[config.mk]
export PLATFORM = sky130hd
export DESIGN_NAME = oflow_apb_cfg_bank
export DESIGN_NICKNAME = d
export VERILOG_FILES = /design/src/rtl/oflow_apb_cfg_bank.sv
export SDC_FILE = /design/constraint.sdc
export NUM_CORES = 1
export LEC_CHECK = 0
export BUFFER_PORTS_ARGS = -buffer_cell sky130_fd_sc_hd__buf_2
export CAP_MARGIN = 25
export CORE_ASPECT_RATIO = 1.1
export CORE_UTILIZATION = 50
export CTS_BUF_LIST = sky130_fd_sc_hd__clkbuf_8
export DETAILED_ROUTE_END_ITERATION = 12
export PLACE_DENSITY = 0.79
export SKIP_LAST_GASP = 1
export SLEW_MARGIN = 15
export SYNTH_ARGS = -nofsm -noshare
export SYNTH_HDL_FRONTEND = slang
export SYNTH_SLANG_ARGS = --single-unit
[constraint.sdc]
create_clock -name clk -period 2.5 [get_ports clk]
set_clock_uncertainty 0.2 [all_clocks]
set_input_delay 0.125 -clock clk [delete_from_list [all_inputs] [get_ports clk]]
set_output_delay 0.125 -clock clk [all_outputs]
set_load 0.01 [all_outputs]
[src/rtl/oflow_apb_cfg_bank.sv]
// APB configuration bank: NUM_REGS RW shadow registers committed to an active bank on frame_start,
// plus STATUS/CTRL words, programmable wait states and PSLVERR for unmapped or misaligned accesses.
module oflow_apb_cfg_bank #(
    parameter int unsigned NUM_REGS    = 8,
    parameter int unsigned REG_W       = 8,
    parameter int unsigned ADDR_LEN    = 10,
    parameter int unsigned BASE_ADDR   = 0,
    parameter int unsigned WAIT_STATES = 1
) (
    input  logic                      clk,
    input  logic                      reset_N,
    input  logic                      apb_psel,
    input  logic                      apb_penable,
    input  logic                      apb_pwrite,
    input  logic [ADDR_LEN-1:0]       apb_addr,
    input  logic [31:0]               apb_pwdata,
    output logic                      apb_pready,
    output logic [31:0]               apb_prdata,
    output logic                      apb_pslverr,
    input  logic                      frame_start,
    input  logic [31:0]               status_in,
    output logic [NUM_REGS*REG_W-1:0] active_cfg,
    output logic                      commit_done
);

    localparam int unsigned      IDX_W      = ADDR_LEN - 2;
    localparam logic [IDX_W-1:0] STATUS_IDX = IDX_W'(NUM_REGS);
    localparam logic [IDX_W-1:0] CTRL_IDX   = IDX_W'(NUM_REGS + 1);
    localparam logic [2:0]       WS_LAST    = 3'((WAIT_STATES == 0) ? 0 : WAIT_STATES - 1);

    typedef enum logic [1:0] {
        ST_IDLE,
        ST_WAIT,
        ST_RESP
    } state_t;

    state_t                    state;
    state_t                    state_next;
    logic [2:0]                wait_cnt;
    logic [ADDR_LEN-1:0]       addr_q;
    logic                      write_q;
    logic [31:0]               wdata_q;

    logic [REG_W-1:0]          shadow [NUM_REGS];
    logic [NUM_REGS*REG_W-1:0] active_q;
    logic                      pending;
    logic                      commit_done_q;

    logic                      setup;
    logic                      resp;
    logic [ADDR_LEN-1:0]       off;
    logic [IDX_W-1:0]          idx;
    logic                      mapped;
    logic                      hit_shadow;
    logic                      hit_status;
    logic                      hit_ctrl;
    logic                      err;
    logic                      do_write;
    logic                      set_req;
    logic                      commit_fire;
    logic [31:0]               rdata_mux;

    // Write data above REG_W (other than the CTRL bits) is intentionally dropped.
    logic unused_wdata;
    assign unused_wdata = &{1'b0, wdata_q};

    always_ff @(posedge clk or negedge reset_N) begin
        if (!reset_N) begin
            state <= ST_IDLE;
        end else begin
            state <= state_next;
        end
    end

    always_comb begin
        state_next = state;
        case (state)
            ST_IDLE: begin
                if (apb_psel && !apb_penable) begin
                    state_next = (WAIT_STATES == 0) ? ST_RESP : ST_WAIT;
                end
            end
            ST_WAIT: begin
                if (!apb_psel) begin
                    state_next = ST_IDLE;
                end else if (wait_cnt == WS_LAST) begin
                    state_next = ST_RESP;
                end
            end
            ST_RESP: state_next = ST_IDLE;
            default: state_next = ST_IDLE;
        endcase
    end

    assign setup = (state == ST_IDLE) && apb_psel && !apb_penable;
    assign resp  = (state == ST_RESP);

    always_ff @(posedge clk or negedge reset_N) begin
        if (!reset_N) begin
            addr_q   <= '0;
            write_q  <= 1'b0;
            wdata_q  <= '0;
            wait_cnt <= '0;
        end else if (setup) begin
            addr_q   <= apb_addr;
            write_q  <= apb_pwrite;
            wdata_q  <= apb_pwdata;
            wait_cnt <= '0;
        end else if (state == ST_WAIT) begin
            wait_cnt <= wait_cnt + 3'd1;
        end
    end

    // BASE_ADDR is word aligned, so alignment can be judged on the offset.
    assign off        = addr_q - ADDR_LEN'(BASE_ADDR);
    assign idx        = off[ADDR_LEN-1:2];
    assign mapped     = (addr_q >= ADDR_LEN'(BASE_ADDR)) && (off[1:0] == 2'b00);
    assign hit_shadow = mapped && (idx < STATUS_IDX);
    assign hit_status = mapped && (idx == STATUS_IDX);
    assign hit_ctrl   = mapped && (idx == CTRL_IDX);

    assign err = write_q ? !(hit_shadow || (hit_ctrl && !wdata_q[1]))
                         : !(hit_shadow || hit_status || hit_ctrl);

    assign do_write    = resp && write_q && !err;
    assign set_req     = do_write && hit_ctrl && wdata_q[0];
    assign commit_fire = frame_start && pending;

    always_comb begin
        rdata_mux = '0;
        if (hit_status) begin
            rdata_mux = status_in;
        end
        if (hit_ctrl) begin
            rdata_mux = {30'd0, pending, 1'b0};
        end
        for (int unsigned i = 0; i < NUM_REGS; i++) begin
            if (hit_shadow && (idx == IDX_W'(i))) begin
                rdata_mux = 32'(shadow[i]);
            end
        end
    end

    // Response is registered out of RESP, so the bus sees it one cycle later.
    always_ff @(posedge clk or negedge reset_N) begin
        if (!reset_N) begin
            apb_pready  <= 1'b0;
            apb_prdata  <= '0;
            apb_pslverr <= 1'b0;
        end else begin
            apb_pready  <= resp;
            apb_prdata  <= (resp && !write_q && !err) ? rdata_mux : '0;
            apb_pslverr <= resp && err;
        end
    end

    // Commit reads the pre-write shadow; a same-cycle COMMIT_REQ re-arms PENDING.
    always_ff @(posedge clk or negedge reset_N) begin
        if (!reset_N) begin
            for (int unsigned i = 0; i < NUM_REGS; i++) begin
                shadow[i] <= '0;
            end
            active_q      <= '0;
            pending       <= 1'b0;
            commit_done_q <= 1'b0;
        end else begin
            commit_done_q <= commit_fire;
            if (commit_fire) begin
                for (int unsigned i = 0; i < NUM_REGS; i++) begin
                    active_q[i*REG_W +: REG_W] <= shadow[i];
                end
            end
            if (set_req) begin
                pending <= 1'b1;
            end else if (commit_fire) begin
                pending <= 1'b0;
            end
            for (int unsigned i = 0; i < NUM_REGS; i++) begin
                if (do_write && hit_shadow && (idx == IDX_W'(i))) begin
                    shadow[i] <= wdata_q[REG_W-1:0];
                end
            end
        end
    end

    assign active_cfg  = active_q;
    assign commit_done = commit_done_q;

endmodule

==> results.md <==
Power and ir drop
- 0.000581 V — IR Drop Worst-Case VDD
- 1960 uW — switching power summed over all nets
- 30.3% — net switching fraction of the power
- 6460 uW — overall power
- 17.5% — Comb pwr share
- 4510 uW — cell internal pwr
- 53.6% — share of total power in sequential cells
- 0.00535 uW — static leakage
- 638 mW/mm^2 — areal power density over the cells
- 28.9% — Clock power frac

Floorplanning
- 47 — std cell rows
- 120 microns — Horiz. Die Dim
- 51.1% — starting density of the core
- 179 — I/O pin count
- 0.0151 sq mm — placeable core region
- 0.0159 sq mm — full die area
- 132 microns — die boundary height

Synth
- 188 — flop and latch count out of synthesis
- multiplexers — combinational family with the most area after synthesis
- 7.36% — simple-gate share of the synthesized area
- 100% — Synth async-reset ratio
- 23.0% — mux cell area share after synthesis
- 642 — Net Count, Synth
- 47 — post-synthesis cell type count
- 61.1% — part of the Yosys area used for sequential elements
- 6.04% — complex-gate fraction of the synthesized area
- 0 — number of flops mapped to enable cells by yosys
- 0.114% — synthesized-area fraction occupied by xor and xnor cells
- 0 — count of synthesis-stage warnings from yosys
- 560 — number of cells produced by synthesis
- 0.325% — post-synthesis adder-cell area fraction
- 0.00770 sq mm — total standard cell area after synthesis
- 13.7 sq um — mean area per synthesized cell
- dfrtp_1 — dominant synthesized flop cell

Placement
- 0.906 — final estimated routing congestion in global placement
- 154 — number of port buffers
- 0.00893 sq mm — post-detailed-placement cell area
- 13400 microns — HPWL reported at the end of detailed placement

Timing
- 0 — number of pins with negative max-slew slack in the final report
- 2.52 ns — time the final worst path needs with I/O delays and setup
- 101% — fin crit share
- 2 — count of endpoints failing setup in the final report
- 65.3% — normalized max-slew margin
- yes — unrepaired setup endpoints after global routing
- 0 — final hold violation count
- 0.521 ns — slew at the pin closest to its max-slew limit
- -0.0162 ns — post-route worst setup slack
- 397 MHz — maximum achievable frequency

Hold path
- 6 — hold-critical path depth
- input pin to register — Hold/Removal Path Class

Global routing
- 26.2% — Tot GR Track Use
- 66 — largest net degree at the start of global routing
- 5778 — vias in the first global route
- 31600 microns — wire length of the first global-routing pass
- 0 — global route total overflow
- 0 — number of antenna violations at the first check in global routing

Worst setup path
- simple AND/OR/NAND/NOR gates — critical path's top delay family
- register — type of element launching the critical path
- 2 — combined buffer and inverter count along the critical path
- 0.56 ns — CP peak stage delay
- or4_4 -> buf_6 -> nor3_4 -> nand4_1 -> nor3_2 -> buf_6 -> mux2_4 — ordered list of cells on the worst path
- 2.64 ns — data required time of the worst path
- or4_4 — Max stage delay cell, worst path
- buf_6 — cell with the most instances on the worst path
- 7 — depth of the most critical reg-to-reg path
- 2.66 ns — crit path DAT
- register to register — CP Class
- 8 — Worst Path Max Fanout
- 7 — number of logic stages on the critical path including buffering
- register — Setup crit end kind

Cells and area
- 48.1% — share of layout cells above drive strength 1
- 31.5% — layout overhead on the synthesized area
- 887 — net total in the final layout
- 0.0101 sq mm — final standard cell area without fillers
- 0 — antenna cells

CTS
- 0.09 ns — clock input transition at the sequential cells of the worst setup and hold paths
- 2 — largest buffer count on any clock path
- 188 — clock sink total
- 17 — CTS Buf Count
- done — TritonCTS clock tree
- 0.46 ns — clock insertion delay at the later pin of the skew report
- 4 — Clock H-tree levels
- clkbuf_8 — Root Buffer Master

Detailed routing
- 5 — number of iterations in the first detailed-routing pass
- 5.48 — Via density
- 20000 microns — final routed wirelength across all metal layers
- 5549 — DR vias
- 0 — post-route ant nets
- 0 — DRC viols
- 276 — DR iter-0 viols
- 19.7 microns — final routed wire length divided by cell count

Outcome
- finished with violations — status
- negative setup slack — violations in the final reports

Job
- 0 — number of max-cap violations

layout by cell type (no fill, tap or decap), types with 2 or more instances in the layout:
master,n
dfrtp_1,188
buf_2,153
mux2_2,120
dlygate4sd3_1,60
mux2_4,29
buf_4,27
and3_1,24
nand2_1,20
clkbuf_8,18
a21oi_1,17
nor2_1,15
o21ai_0,13
buf_6,12
inv_1,11
nand2b_1,9
nor2b_1,7
a22oi_1,7
mux2i_1,7
nor2_2,7
nand3_1,6
o22ai_1,5
inv_6,4
clkinvlp_4,4
nor3_2,3
o21ai_1,3
a31oi_1,3
buf_12,3
or3_1,2
nor3_1,2
a32oi_1,2
o211a_1,2
o221a_1,2
a222oi_1,2
nand4_1,2
nand3b_1,2
ha_1,2
clkinv_2,2
metal layers:
layer	part of all wire (%)	global-route usage [%]
met1	42	33.4
met2	50	44.2
met3	5.8	5.32
met4	2.7	9.95
met5	0	0
path summary, 6_finish.rpt:
check	start	to	slack [ns]
setup / recovery	addr_q[6]	shadow[57]	-0.02
hold / removal	status_in[4]	apb_prdata[4]	0.04
setup reg to reg	addr_q[6]	shadow[57]	-0.02
hold reg to reg	active_cfg[62]	active_cfg[62]	0.31
max in group asynchronous	reset_N	shadow[33]	0.82
min in group asynchronous	reset_N	active_cfg[42]	0.52
repair_timing:
action / 4_1_cts / 5_1_grt
pin swaps: 4 / 5
hold buffers: 60 / 0
setup endpoints to repair: 64 / 70
gates cloned: 0 / 1
hold endpoints to repair: 241 / 0
gates resized for setup: 18 / 27
buffers inserted: 2 / 2
cell usage after synthesis, types with 2 or more instances:
master    number  area share, %
o211a_1        2           0.26
nand2b_1       9           0.73
a311oi_1       2           0.23
nor2_2         5           0.41
a32oi_1        2           0.23
nor3_1         4           0.26
buf_2          4           0.26
or3_1          2           0.16
a21oi_1       17            1.1
nand2_1       21            1.0
dfrtp_1      188             61
o21ai_1        3           0.19
o21ai_0       13           0.84
nor2b_1        7           0.57
mux2i_1        7           0.91
o22ai_1        5           0.41
inv_1         10           0.49
a22oi_1        7           0.68
nand3b_1       2           0.19
a31oi_1        3           0.24
nand3_1        6           0.39
a222oi_1       2           0.26
and3_1        24            1.9
ha_1           2           0.32
o41ai_1        2           0.23
mux2_2       149             22
nand4_1        2           0.16
nor2_1        17           0.83
o221a_1        2           0.29
clkbuf_1      24            1.2
tightest hold or removal path, stage by stage:
cell	delay [ns]
buf_2	0.11
nand2_1	0.07
a2bb2oi_1	0.14
o22ai_1	0.09
nand2_1	0.06
a21oi_1	0.06
cells by family (layout without fill, tap and decap cells):
group / Yosys count / in the layout
and+or+nand+nor: 105 / 105
DFF: 188 / 188
AOI/OAI and AO/OA: 67 / 67
xor gates and xnor gates: 1 / 1
buffers and inverters: 40 / 297
muxes: 157 / 157
adders and majority gates: 2 / 2
sequential cells by signal, summed over array words and instances (netlist names), 2 cells and up:
register,cells
shadow,64
active_cfg,64
wdata_q,8
apb_prdata,32
wait_cnt,3
state,2
addr_q,10
power by group through the flow:
stage | logic (uW) | clock network (uW) | registers (uW)
after global routing | 1240 | 2050 | 3480
after CTS | 1100 | 1900 | 3450
final | 1130 | 1870 | 3460
after floorplan | 630 | 0 | 3360
after global placement | 939 | 0 | 3490
after detailed placement | 977 | 0 | 3500
final cells by class:
type | count | area, sq um
clock buffer | 18 | 248
fill | 1107 | 4930
timing repair buffer | 256 | 1790
tap | 196 | 245
inverter | 10 | 37.5
sequential | 188 | 4700
multi-input combinational | 332 | 2980
clock inverter | 13 | 118
metrics by stage:
stage / hold slack, ns / util (%) / worst slack (ns) / setup TNS, ns / instances
2_1_floorplan: -0.371 / - / 0.00523 / 0 / 560
3_3_place_gp: -0.0913 / 59.3 / 0.00629 / 0 / 917
3_5_place_dp: -0.0770 / 59.3 / -0.0507 / -0.738 / 917
4_1_cts: 0.0249 / 66.3 / -0.0279 / -0.197 / 1010
5_1_grt: 0.107 / 67.2 / -0.114 / -1.77 / 1013
6_report: 0.0426 / 67.2 / -0.0162 / -0.0188 / 1013
(Power assumes the default switching activity.)
